<file path="config.mk">
export PLATFORM = sky130hd
export DESIGN_NAME = uart_tx_unit
export DESIGN_NICKNAME = d
export VERILOG_FILES = /design/src/rtl/uart_pkg.sv /design/src/rtl/strobe_gen.sv /design/src/rtl/uart_tx_unit.sv
export SDC_FILE = /design/constraint.sdc
export NUM_CORES = 1
export LEC_CHECK = 0
export ABC_AREA = 1
export BUFFER_PORTS_ARGS = -buffer_cell sky130_fd_sc_hd__buf_2
export CORE_MARGIN = 5
export CORE_UTILIZATION = 50
export CTS_CLUSTER_DIAMETER = 200
export DETAILED_ROUTE_END_ITERATION = 12
export PLACE_DENSITY = 0.69
export SYNTH_ARGS = -nofsm -noshare
export SYNTH_HDL_FRONTEND = slang
export SYNTH_SLANG_ARGS = --single-unit
</file>
<file path="constraint.sdc">
create_clock -name i_clk -period 1.8 [get_ports i_clk]
set_input_delay 0 -clock i_clk [delete_from_list [all_inputs] [get_ports i_clk]]
set_output_delay 0 -clock i_clk [all_outputs]
set_load 0.03 [all_outputs]
</file>
<file path="src/rtl/uart_pkg.sv">
// Shared types and constants for the transmit-only UART.
package uart_pkg;

    localparam int unsigned DATA_BITS  = 8;
    localparam int unsigned FRAME_BITS = 10;

    typedef enum logic [1:0] {
        IDLE,
        START,
        DATA,
        STOP
    } uart_tx_state_t;

endpackage

</file>
<file path="src/rtl/strobe_gen.sv">
// Bit-rate clock enable: one-cycle strobe every DIV cycles, phase restarted by i_clear.
// o_pre_strobe fires one cycle ahead so registered outputs can change on the last bit cycle.
module strobe_gen #(
    parameter int unsigned DIV = 868
) (
    input  logic i_clk,
    input  logic i_reset_n,
    input  logic i_clear,
    output logic o_strobe,
    output logic o_pre_strobe
);

    localparam int unsigned CW = (DIV > 1) ? $clog2(DIV) : 1;

    logic [CW-1:0] count_q, count_d;

    assign o_strobe     = (count_q == CW'(DIV - 1));
    assign o_pre_strobe = (count_q == CW'(DIV - 2));

    always_comb begin
        count_d = count_q + CW'(1);
        if (i_clear || o_strobe) begin
            count_d = '0;
        end
    end

    always_ff @(posedge i_clk or negedge i_reset_n) begin
        if (!i_reset_n) begin
            count_q <= '0;
        end else begin
            count_q <= count_d;
        end
    end

endmodule

</file>
<file path="src/rtl/uart_tx_unit.sv">
// Transmit-only 8N1 UART: accepts a byte when idle (or on the last stop-bit cycle) and
// shifts it out LSB first with one bit per BAUD_DIV clocks.
module uart_tx_unit
    import uart_pkg::*;
#(
    parameter int unsigned BAUD_DIV = 868
) (
    input  logic       i_clk,
    input  logic       i_reset_n,
    input  logic [7:0] i_data,
    input  logic       i_start,
    output logic       o_busy,
    output logic       o_tx
);

    uart_tx_state_t       state_q, state_d;
    logic [DATA_BITS-1:0] shift_q, shift_d;
    logic [2:0]           bit_idx_q, bit_idx_d;
    logic                 tx_q, tx_d;
    logic                 busy_q, busy_d;
    logic                 accept;
    logic                 strobe;
    logic                 pre_strobe;
    logic                 div_clear;

    assign accept    = i_start && !busy_q;
    assign div_clear = accept || (state_q == IDLE);

    strobe_gen #(
        .DIV (BAUD_DIV)
    ) u_strobe_gen (
        .i_clk        (i_clk),
        .i_reset_n    (i_reset_n),
        .i_clear      (div_clear),
        .o_strobe     (strobe),
        .o_pre_strobe (pre_strobe)
    );

    always_comb begin
        state_d   = state_q;
        shift_d   = shift_q;
        bit_idx_d = bit_idx_q;
        tx_d      = tx_q;
        busy_d    = busy_q;
        if (accept) begin
            state_d   = START;
            shift_d   = i_data;
            bit_idx_d = '0;
            tx_d      = 1'b0;
            busy_d    = 1'b1;
        end else begin
            unique case (state_q)
                IDLE: begin
                    tx_d   = 1'b1;
                    busy_d = 1'b0;
                end
                START: begin
                    if (strobe) begin
                        state_d   = DATA;
                        tx_d      = shift_q[0];
                        shift_d   = shift_q >> 1;
                        bit_idx_d = '0;
                    end
                end
                DATA: begin
                    if (strobe) begin
                        if (bit_idx_q == 3'(DATA_BITS - 1)) begin
                            state_d = STOP;
                            tx_d    = 1'b1;
                        end else begin
                            bit_idx_d = bit_idx_q + 3'd1;
                            tx_d      = shift_q[0];
                            shift_d   = shift_q >> 1;
                        end
                    end
                end
                STOP: begin
                    // Drop busy one cycle early so it reads 0 on the last stop-bit cycle.
                    if (pre_strobe) begin
                        busy_d = 1'b0;
                    end
                    if (strobe) begin
                        state_d = IDLE;
                    end
                end
                default: begin
                    state_d = IDLE;
                    tx_d    = 1'b1;
                    busy_d  = 1'b0;
                end
            endcase
        end
    end

    always_ff @(posedge i_clk or negedge i_reset_n) begin
        if (!i_reset_n) begin
            state_q   <= IDLE;
            shift_q   <= '0;
            bit_idx_q <= '0;
            tx_q      <= 1'b1;
            busy_q    <= 1'b0;
        end else begin
            state_q   <= state_d;
            shift_q   <= shift_d;
            bit_idx_q <= bit_idx_d;
            tx_q      <= tx_d;
            busy_q    <= busy_d;
        end
    end

    assign o_tx   = tx_q;
    assign o_busy = busy_q;

endmodule

</file>
==> flow_summary.yaml, run 1 <==
outcome:
  status: "complete, no violations"
synthesis:
  syn_nets: 204
  syn_avg_cell_area_um2: 8.21
  synthCells: 184
  ys_warn_count: 0
  yosysTopAreaCellShare_pct: 39.8
  synth_enable_flop_cells: 0
  yosys.area.top_type: "dfrtp_1"
  ys.flop_type: "dfrtp_1"
  async_flop_share_pct: 100
  yosysSeqAreaShare_pct: 41.5
  synth_cell_types: 29
  ys_seq_elements: 25
  netlist_top_cells_area: "dfrtp_1, nand2_1, ha_1"
  netlist_area_um2: 1510
global_routing:
  grt_overflow: 0
  antenna_found_initial: 0
  grt_pass1_vias: 1173
  grt_max_degree: 26
  grt_use_total_pct: 16.0
  grt_pass1_wl_um: 5290
floorplan:
  core_area_um2: 2980
  die-area_um2: 4220
  fp-row-count: 20
  dieHeight_um: 65.0
  pin_count: 13
  fp.dieW_um: 65.0
  initial_core_util_pct: 50.7
detailed_routing:
  drt-met1-wl_um: 1320
  topRoutingLayerUsed: "met4"
  wl_per_cell_um: 11.4
  ant_nets: 0
  drc: 0
  wl_met3_um: 97
  vias: 1200
  viasPerCell: 5.06
  drt-pass1-iter-count: 4
  drtIter0Drc: 45
  dr_wl_met2_um: 1220
  drt-total-wl_um: 2710
timing:
  rsz0062_at_grt: "false"
  finalCritPeriodShare_pct: 87.7
  finalHoldViolCount: 0
  clock.fmax_ghz: 0.633
  holdWs_ps: 8.72
  maxSlewViolCount: 0
  skew_ps: 7.40
  period_minus_slack_ps: 1580
  maxSlewHeadroom_pct: 63.2
  setup_tns_ps: 0
  tightestPinTransition_ps: 553
  setup_viol: 0
worst_setup_path:
  cp_slowest_cell: "dfrtp_1"
  crit_type: "reg2reg"
  r2r_slack_ps: 220
  end_kind: "register"
  cp-start-kind: "register"
  cp_max_fo: 11
  reg2reg_depth: 9
  cp.required_ps: 2030
  worstReg2RegEnd: "shift_q[4]"
  critical_path_arrival_ps: 1810
  critPathBufInv: 2
  crit_chain: "inv_1 -> ha_2 -> nand2_1 -> inv_1 -> nor2_2 -> nand2_4 -> nand2_4 -> nand2_1 -> o21ai_1"
  reg2reg_from: "state_q[0]"
  startpoint: "state_q[0]"
  crit_family: "simple AND/OR/NAND/NOR gates"
  max_stage_delay_ps: 450
worst_hold_path:
  worstHoldPathCells: 5
  holdPathEnd: "shift_q[3]"
  hp-start: "i_data[3]"
  hp-class: "in2reg"
cts:
  clk_latency_ps: 320
  numCtsBuffers: 3
  clock-root-buffer: "clkbuf_4"
  clock_path_buffers: 2
  cts_tree: "built"
  h-tree-depth: 1
  clock-sinks: 25
  clk_pin_slew_ps: 140
power_and_ir_drop:
  swShare_pct: 22.9
  seqPwrFrac_pct: 64.8
  vdd_drop_max_v: 0.000270
  clkPwrFrac_pct: 28.4
  p_switching_w: 0.000206
  p_int_w: 0.000693
  p_per_area_nw_per_um2: 534
  combPwrFrac_pct: 6.8
  leakagePower_nw: 0.842
placement:
  place_congestion: 0.815
  detailed_place_hpwl_um: 1950
  port_buffers: 12
  post_dp_cell_area_um2: 1570
  dp.cells: 225
cells_and_area:
  fin_area_um2: 1680
  n_antenna_cell: 0
  fin_nets: 225
  finalNonFillerCells: 237
  drive_gt1_share_pct: 22.1
  syn_to_final_growth_pct: 11.4
job:
  maxCapViolations: 0
==> synthesized netlist by cell type (2+ instances only) <==
cell,count
nor2_2,3
nand3_4,2
xor2_1,3
a21oi_1,2
nand2_4,2
buf_2,2
nor2_1,21
nor2_4,2
dfrtp_1,24
inv_1,13
inv_2,2
nand3_1,16
o21ai_0,3
o21ai_1,2
nor3_2,3
nor3_1,2
nand2_2,11
nand2_1,52
ha_1,9
==> flip-flops by register name (all words and copies together) (netlist names) <==
name and flops:
u_strobe_gen.count_q 10, shift_q 8, bit_idx_q 3, state_q 2
o_busy 1, o_tx 1
==> worst max-delay path by stage <==
| stage | to | slack [ps] | depth (start not counted) |
|---|---|---|---|
| 3_3_place_gp | shift_q[4] | 290 | 9 |
| 4_1_cts | shift_q[4] | 160 | 9 |
| 2_1_floorplan | bit_idx_q[0] | 400 | 10 |
| 5_1_grt | shift_q[4] | 30 | 9 |
| 6_report | shift_q[4] | 220 | 9 |
| 3_5_place_dp | shift_q[4] | 190 | 9 |
==> placed cells by master (no fill, tap or decap), types with 3 or more instances in the layout <==
cell type / instances
o21ai_0: 3
nand2_2: 11
xor2_1: 3
ha_1: 8
nor3_2: 3
nor2_1: 21
nand3_1: 16
nor2_2: 3
dfrtp_1: 24
dlygate4sd3_1: 8
clkbuf_4: 3
nand2_1: 52
buf_2: 12
inv_1: 13
==> cell families (layout without fill, tap and decap cells) <==
kind of cell             count (synthesis)  after routing  synth area share, %
AO/OA/AOI/OAI                           11             11                 4.47
XOR/XNOR                                 4              4                 2.32
adder cells (fa/ha/maj)                  9              9                 7.46
buffers and inverters                   21             41                 7.04
flip-flops                              25             25                 41.5
AND/OR/NAND/NOR                        114            114                 37.2
==> layout make-up <==
cell class | count | area [um2]
well taps | 33 | 41.3
fillers | 269 | 1290
multi-input cells | 138 | 779
inverters | 16 | 61.3
clock buffers | 4 | 26.3
flip-flops and latches | 25 | 627
repair buffers | 21 | 148
==> worst reg2reg max path, delay by kind of cell, from the launching register on <==
kind,cells,cell delay [ps]
DFF,1,450
buffers and inverters,2,230
adders and majority gates,1,240
AOI/OAI and AO/OA,1,60
and+or+nand+nor,5,490
==> per-layer routing <==
layer,global-route usage (%),up-vias
met5,0,-
met4,7.12,0
met3,2.60,8
met2,25.0,21
met1,21.6,556
li1,-,615
==> per-stage QoR <==
| step | utilization, % | total power (W) | setup WS [ps] |
|---|---|---|---|
| finish | 56.5 | 0.000898 | 221 |
| global route | 56.5 | 0.000942 | 34.7 |
| CTS | 56.4 | 0.000911 | 163 |
| detailed placement | 52.9 | 0.000643 | 188 |
| global placement | 52.9 | 0.000641 | 286 |
| floorplan | - | 0.000615 | 403 |
==> power by group through the flow <==
stage | logic, W | registers [W] | clock network (W)
floorplan | 0.0000216 | 0.000594 | 0
CTS | 0.0000633 | 0.000582 | 0.000266
finish | 0.0000615 | 0.000582 | 0.000255
global placement | 0.0000493 | 0.000592 | 0
global route | 0.0000733 | 0.000584 | 0.000285
detailed placement | 0.0000504 | 0.000593 | 0
==> repair_timing <==
action / in CTS / in global routing
endpoints found under the hold margin: 31 / 0
setup endpoints to repair: 0 / 1
gates resized for setup: 0 / 1
hold buffers: 8 / 0
setup buffers: 0 / 0
Note: power is estimated with default switching activity, not from simulation.
==> inputs of run 2 (changes only) <==
--- a/config.mk
+++ b/config.mk
@@ -5,13 +5,13 @@
 export SDC_FILE = /design/constraint.sdc
 export NUM_CORES = 1
 export LEC_CHECK = 0
-export ABC_AREA = 1
 export BUFFER_PORTS_ARGS = -buffer_cell sky130_fd_sc_hd__buf_2
 export CORE_MARGIN = 5
 export CORE_UTILIZATION = 50
 export CTS_CLUSTER_DIAMETER = 200
 export DETAILED_ROUTE_END_ITERATION = 12
 export PLACE_DENSITY = 0.69
+export SKIP_LAST_GASP = 1
 export SYNTH_ARGS = -nofsm -noshare
 export SYNTH_HDL_FRONTEND = slang
 export SYNTH_SLANG_ARGS = --single-unit
==> flow_summary.yaml, run 2 <==
cts:
  numCtsBuffers: 3
  clk_pin_slew_ps: 130
  cts_tree: "built"
  clock-sinks: 25
  clock-root-buffer: "clkbuf_4"
  h-tree-depth: 1
  clock_path_buffers: 2
  clk_latency_ps: 320
synthesis:
  yosysTopAreaCellShare_pct: 44.5
  synth_enable_flop_cells: 0
  synthCells: 140
  yosys.area.top_type: "dfrtp_1"
  netlist_top_cells_area: "dfrtp_1, ha_1, nor2_1"
  ys.flop_type: "dfrtp_1"
  syn_nets: 160
  netlist_area_um2: 1350
  syn_avg_cell_area_um2: 9.64
  ys_warn_count: 0
  ys_top_cells_by_count: "dfrtp_1, nor2_1, nand2_1"
  ys_seq_elements: 25
  synth_cell_types: 33
  yosysSeqAreaShare_pct: 46.4
  async_flop_share_pct: 100
floorplan:
  die-area_um2: 3840
  pin_count: 13
  fp-row-count: 18
  initial_core_util_pct: 53.5
  core_area_um2: 2520
  fp.dieW_um: 62.0
  dieHeight_um: 62.0
detailed_routing:
  drt-total-wl_um: 2610
  drc: 0
  wl_per_cell_um: 12.9
  drtIter0Drc: 15
  vias: 1049
  viasPerCell: 5.17
  drt-pass1-iter-count: 2
  ant_nets: 0
global_routing:
  grt_pass1_vias: 1067
  grt_overflow: 0
  grt_use_total_pct: 15.7
  antenna_found_initial: 0
  grt_pass1_wl_um: 4460
  grt_max_degree: 26
cells_and_area:
  largest_register_ffs: 10
  n_antenna_cell: 0
  fin_nets: 194
  drive_gt1_share_pct: 22.0
  reg_top3: "u_strobe_gen.count_q: 10 flops, shift_q: 8 flops, bit_idx_q: 3 flops"
  top_register: "u_strobe_gen.count_q"
  most-common-layout-cells: "nor2_1, dfrtp_1, nand2_1"
  syn_to_final_growth_pct: 23.4
worst_setup_path:
  reg2reg_from: "bit_idx_q[0]"
  cp.required_ps: 2060
  cp_slowest_cell: "dfrtp_1"
  cp_max_fo: 5
  crit_chain: "ha_1 -> ha_2 -> nor2b_2 -> o2111ai_2 -> buf_4 -> or2_1 -> a21oi_2"
  max_stage_delay_ps: 410
  cp-start-kind: "register"
  critical_path_arrival_ps: 2000
  startpoint: "bit_idx_q[0]"
  critPathBufInv: 1
  end_kind: "register"
  crit_type: "reg2reg"
  crit_family: "flip-flops"
timing:
  period_minus_slack_ps: 1750
  skew_ps: 5.59
  finalCritPeriodShare_pct: 97.0
  maxSlewViolCount: 0
  setup_tns_ps: 0
  maxSlewHeadroom_pct: 62.3
  rsz0062_at_grt: "true"
  tightestPinTransition_ps: 565
  finalHoldViolCount: 0
  clock.fmax_ghz: 0.573
  setup_viol: 0
  final.setup.worst_slack_ps: 54.2
power_and_ir_drop:
  p_per_area_nw_per_um2: 565
  vdd_drop_max_v: 0.000601
  leakagePower_nw: 0.779
worst_hold_path:
  hp-class: "in2reg"
  hp-start: "i_start"
placement:
  place_congestion: 0.857
  pre_cts_slack_ps: -27.3
  detailed_place_hpwl_um: 1840
  port_buffers: 12
outcome:
  status: "complete, no violations"
job:
  maxCapViolations: 0
==> run 2: changes by cell type after synthesis, sizes merged, moves of 5 or more <==
cell / delta
a21oi: +12
inv: -11
mux2i: +7
nand2: -50
nand3: -12
xnor2: +5
==> run 2: path summary, 6_finish.rpt <==
kind | endpoint | slack (ps) | cells past startpoint
hold reg to reg | o_tx | 470 | 2
hold / removal | bit_idx_q[1] | 120 | 4
min in group asynchronous | u_strobe_gen.count_q[2] | 180 | 2
setup reg to reg | bit_idx_q[2] | 50 | 7
max in group asynchronous | o_tx | 1250 | 2
setup / recovery | bit_idx_q[2] | 50 | 7
==> run 2: what timing repair did <==
item | in CTS | in global routing
hold buffers | 9 | 0
endpoints found under the setup margin | 9 | 10
endpoints found under the hold margin | 32 | 0
gates resized for setup | 1 | 7
setup buffers | 1 | 4
pin swaps | 0 | 2
==> run 2: area by class of cell <==
| class | instances | area (um2) |
|---|---|---|
| Sequential cell | 25 | 627 |
| Fill cell | 201 | 856 |
| Tap cell | 30 | 37.5 |
| Inverter | 4 | 15.0 |
| Clock buffer | 4 | 26.3 |
| Multi-Input combinational cell | 106 | 709 |
| Timing Repair Buffer | 34 | 251 |
==> run 2: worst min-delay path, cell delays in order <==
cell and delay [ps]:
buf_2 80, nor2b_1 120, buf_4 170, a21oi_2 40
==> run 2: cell families after synthesis <==
logic type	share of synthesized area, %
and+or+nand+nor	22.6
AOI/OAI and AO/OA	9.36
buffers and inverters	2.87
xor gates and xnor gates	5.19
muxes	5.19
adders and majority gates	8.34
DFF	46.4
==> run 2: stage by stage <==
| step | total power, W | instance area, um2 | hold slack (ps) | cells | utilization, % |
|---|---|---|---|---|---|
| finish | 0.000942 | 1670 | 120 | 203 | 66.1 |
| global route | 0.000985 | 1670 | 137 | 203 | 66.1 |
| CTS | 0.000940 | 1610 | 105 | 199 | 63.8 |
| detailed placement | 0.000673 | 1480 | 23.9 | 185 | 58.8 |
| global placement | 0.000669 | 1480 | 17.1 | 185 | 58.8 |
| floorplan | 0.000638 | 1350 | -296 | 140 | - |
==> run 2: power by group <==
group          internal (W)  switching, W  leakage, nW
Clock             0.0000868      0.000168       0.0150
Sequential         0.000581     0.0000107        0.285
Combinational     0.0000497     0.0000456        0.480
Total              0.000717      0.000224        0.779
==> run 2: routing by layer <==
layer,GRT usage (%),vias to the layer above,part of all wire (%)
met5,0,-,0
met4,5.45,0,0.61
met3,1.86,2,2.5
met2,27.4,14,48
met1,20.0,497,48
li1,-,536,-
==> inputs of run 3 (changes only) <==
--- a/config.mk
+++ b/config.mk
@@ -7,10 +7,10 @@
 export LEC_CHECK = 0
 export BUFFER_PORTS_ARGS = -buffer_cell sky130_fd_sc_hd__buf_2
 export CORE_MARGIN = 5
-export CORE_UTILIZATION = 50
+export CORE_UTILIZATION = 57
 export CTS_CLUSTER_DIAMETER = 200
 export DETAILED_ROUTE_END_ITERATION = 12
-export PLACE_DENSITY = 0.69
+export PLACE_DENSITY_LB_ADDON = 0.1
 export SKIP_LAST_GASP = 1
 export SYNTH_ARGS = -nofsm -noshare
 export SYNTH_HDL_FRONTEND = slang
==> flow_summary.yaml, run 3 (synthesized netlist as in run 2, its figures left out) <==
cts:
  cts_tree: "built"
  clk_latency_ps: 300
  clk_pin_slew_ps: 130
  h-tree-depth: 1
  clock-root-buffer: "clkbuf_4"
  clock-sinks: 25
  numCtsBuffers: 3
  clock_path_buffers: 2
timing:
  clock.fmax_ghz: 0.573
  finalCritPeriodShare_pct: 96.9
  period_minus_slack_ps: 1740
  skew_ps: 5.54
  final.setup.worst_slack_ps: 56.1
  setup_tns_ps: 0
  maxSlewViolCount: 0
  finalHoldViolCount: 0
  setup_viol: 0
  maxSlewHeadroom_pct: 60.9
  tightestPinTransition_ps: 587
detailed_routing:
  wl_per_cell_um: 13.9
  drt-total-wl_um: 2740
  ant_nets: 0
  drt-pass1-iter-count: 4
  viasPerCell: 5.52
  drc: 0
  vias: 1087
  drtIter0Drc: 31
cells_and_area:
  mostFrequentLayoutCell: "nor2_1"
  reg_top3: "u_strobe_gen.count_q: 10 flops, shift_q: 8 flops, bit_idx_q: 3 flops"
  most-common-layout-cells: "nor2_1, dfrtp_1, nand2_1"
  syn_to_final_growth_pct: 24.0
  top_register: "u_strobe_gen.count_q"
  finalNonFillerCells: 197
  drive_gt1_share_pct: 23.1
  postLayoutCoreUtil_pct: 75.0
  fin_nets: 190
  largest_register_ffs: 10
  n_antenna_cell: 0
  nFillCells: 150
  fin_area_um2: 1670
floorplan:
  pin_count: 13
  fp.dieW_um: 58.7
  core_area_um2: 2230
  initial_core_util_pct: 60.4
  fp-row-count: 17
  dieHeight_um: 58.7
  die-area_um2: 3440
job:
  maxCapViolations: 0
placement:
  place_congestion: 0.793
  detailed_place_hpwl_um: 1860
  port_buffers: 12
  pre_cts_slack_ps: -18.6
  dp.cells: 183
  post_dp_cell_area_um2: 1480
worst_setup_path:
  cp.required_ps: 2020
  crit_type: "reg2reg"
  cp-start-kind: "register"
  end_kind: "register"
  critical_path_arrival_ps: 1970
  cp_max_fo: 7
power_and_ir_drop:
  combPwrFrac_pct: 10.0
  p_per_area_nw_per_um2: 553
  vdd_drop_max_v: 0.000506
  p_switching_w: 0.000213
  p_int_w: 0.000714
  seqPwrFrac_pct: 64.0
  leakagePower_nw: 0.760
  clkPwrFrac_pct: 26.1
  swShare_pct: 23.0
outcome:
  status: "complete, no violations"
global_routing:
  antenna_found_initial: 0
  grt_pass1_wl_um: 4660
  grt_pass1_vias: 1083
  grt_overflow: 0
  grt_max_degree: 26
  grt_use_total_pct: 17.2
worst_hold_path:
  hp-class: "in2reg"
==> run 3: changes by cell type in the layout (fill, tap and decap cells not counted), sizes merged <==
cell	delta
buf	-4
==> run 3: path summary, 6_finish.rpt <==
| check | from | to | slack [ps] | cells past startpoint |
|---|---|---|---|---|
| max | u_strobe_gen.count_q[7] | state_q[1] | 60 | 4 |
| min | i_start | bit_idx_q[2] | 130 | 4 |
| max reg2reg | u_strobe_gen.count_q[7] | state_q[1] | 60 | 4 |
| min reg2reg | o_tx | o_tx | 480 | 2 |
| max in group asynchronous | i_reset_n | state_q[1] | 1230 | 2 |
| min in group asynchronous | i_reset_n | shift_q[2] | 190 | 2 |
==> run 3: power by group through the flow <==
stage          Combinational, W  Clock, W  Sequential [W]
5_1_grt                0.000106  0.000275        0.000595
3_5_place_dp          0.0000709         0        0.000602
3_3_place_gp          0.0000675         0        0.000602
2_1_floorplan         0.0000313         0        0.000606
6_report              0.0000923  0.000241        0.000593
4_1_cts               0.0000857  0.000251        0.000592
==> run 3: timing repair <==
item,in CTS,in global routing
setup endpoints to repair,10,11
cloned,0,0
resized for setup,2,16
pin swaps,1,4
hold endpoints to repair,32,0
buffers inserted,0,1
hold buffers,9,0
==> run 3: worst max-delay path: stages, from the launching register on <==
cell and delay [ps]:
dfrtp_1 430, and4bb_4 400, nand3_4 120, or4_1 540
a21oi_1 170
==> run 3: layer usage <==
metal / vias up / global-route usage, % / share of wire, %
met1: 533 / 21.2 / 44
met5: - / 0 / 0
li1: 532 / - / -
met4: 0 / 4.53 / 1.5
met3: 4 / 2.19 / 2.9
met2: 18 / 31.6 / 52
==> run 3: final cells by class <==
cell class                 count  area, um2  share of cell area (%)
timing repair buffer          30        225                    13.5
inverter                       4       15.0                   0.897
multi-input combinational    106        744                    44.5
sequential                    25        628                    37.5
tap                           28       35.0                    2.09
clock buffer                   4       26.3                    1.57
==> run 3: metrics by stage <==
step / total power, W / hold WS, ps
2_1_floorplan: 0.000638 / -296
3_3_place_gp: 0.000669 / 16.1
3_5_place_dp: 0.000673 / 16.8
4_1_cts: 0.000929 / 123
5_1_grt: 0.000976 / 136
6_report: 0.000926 / 125
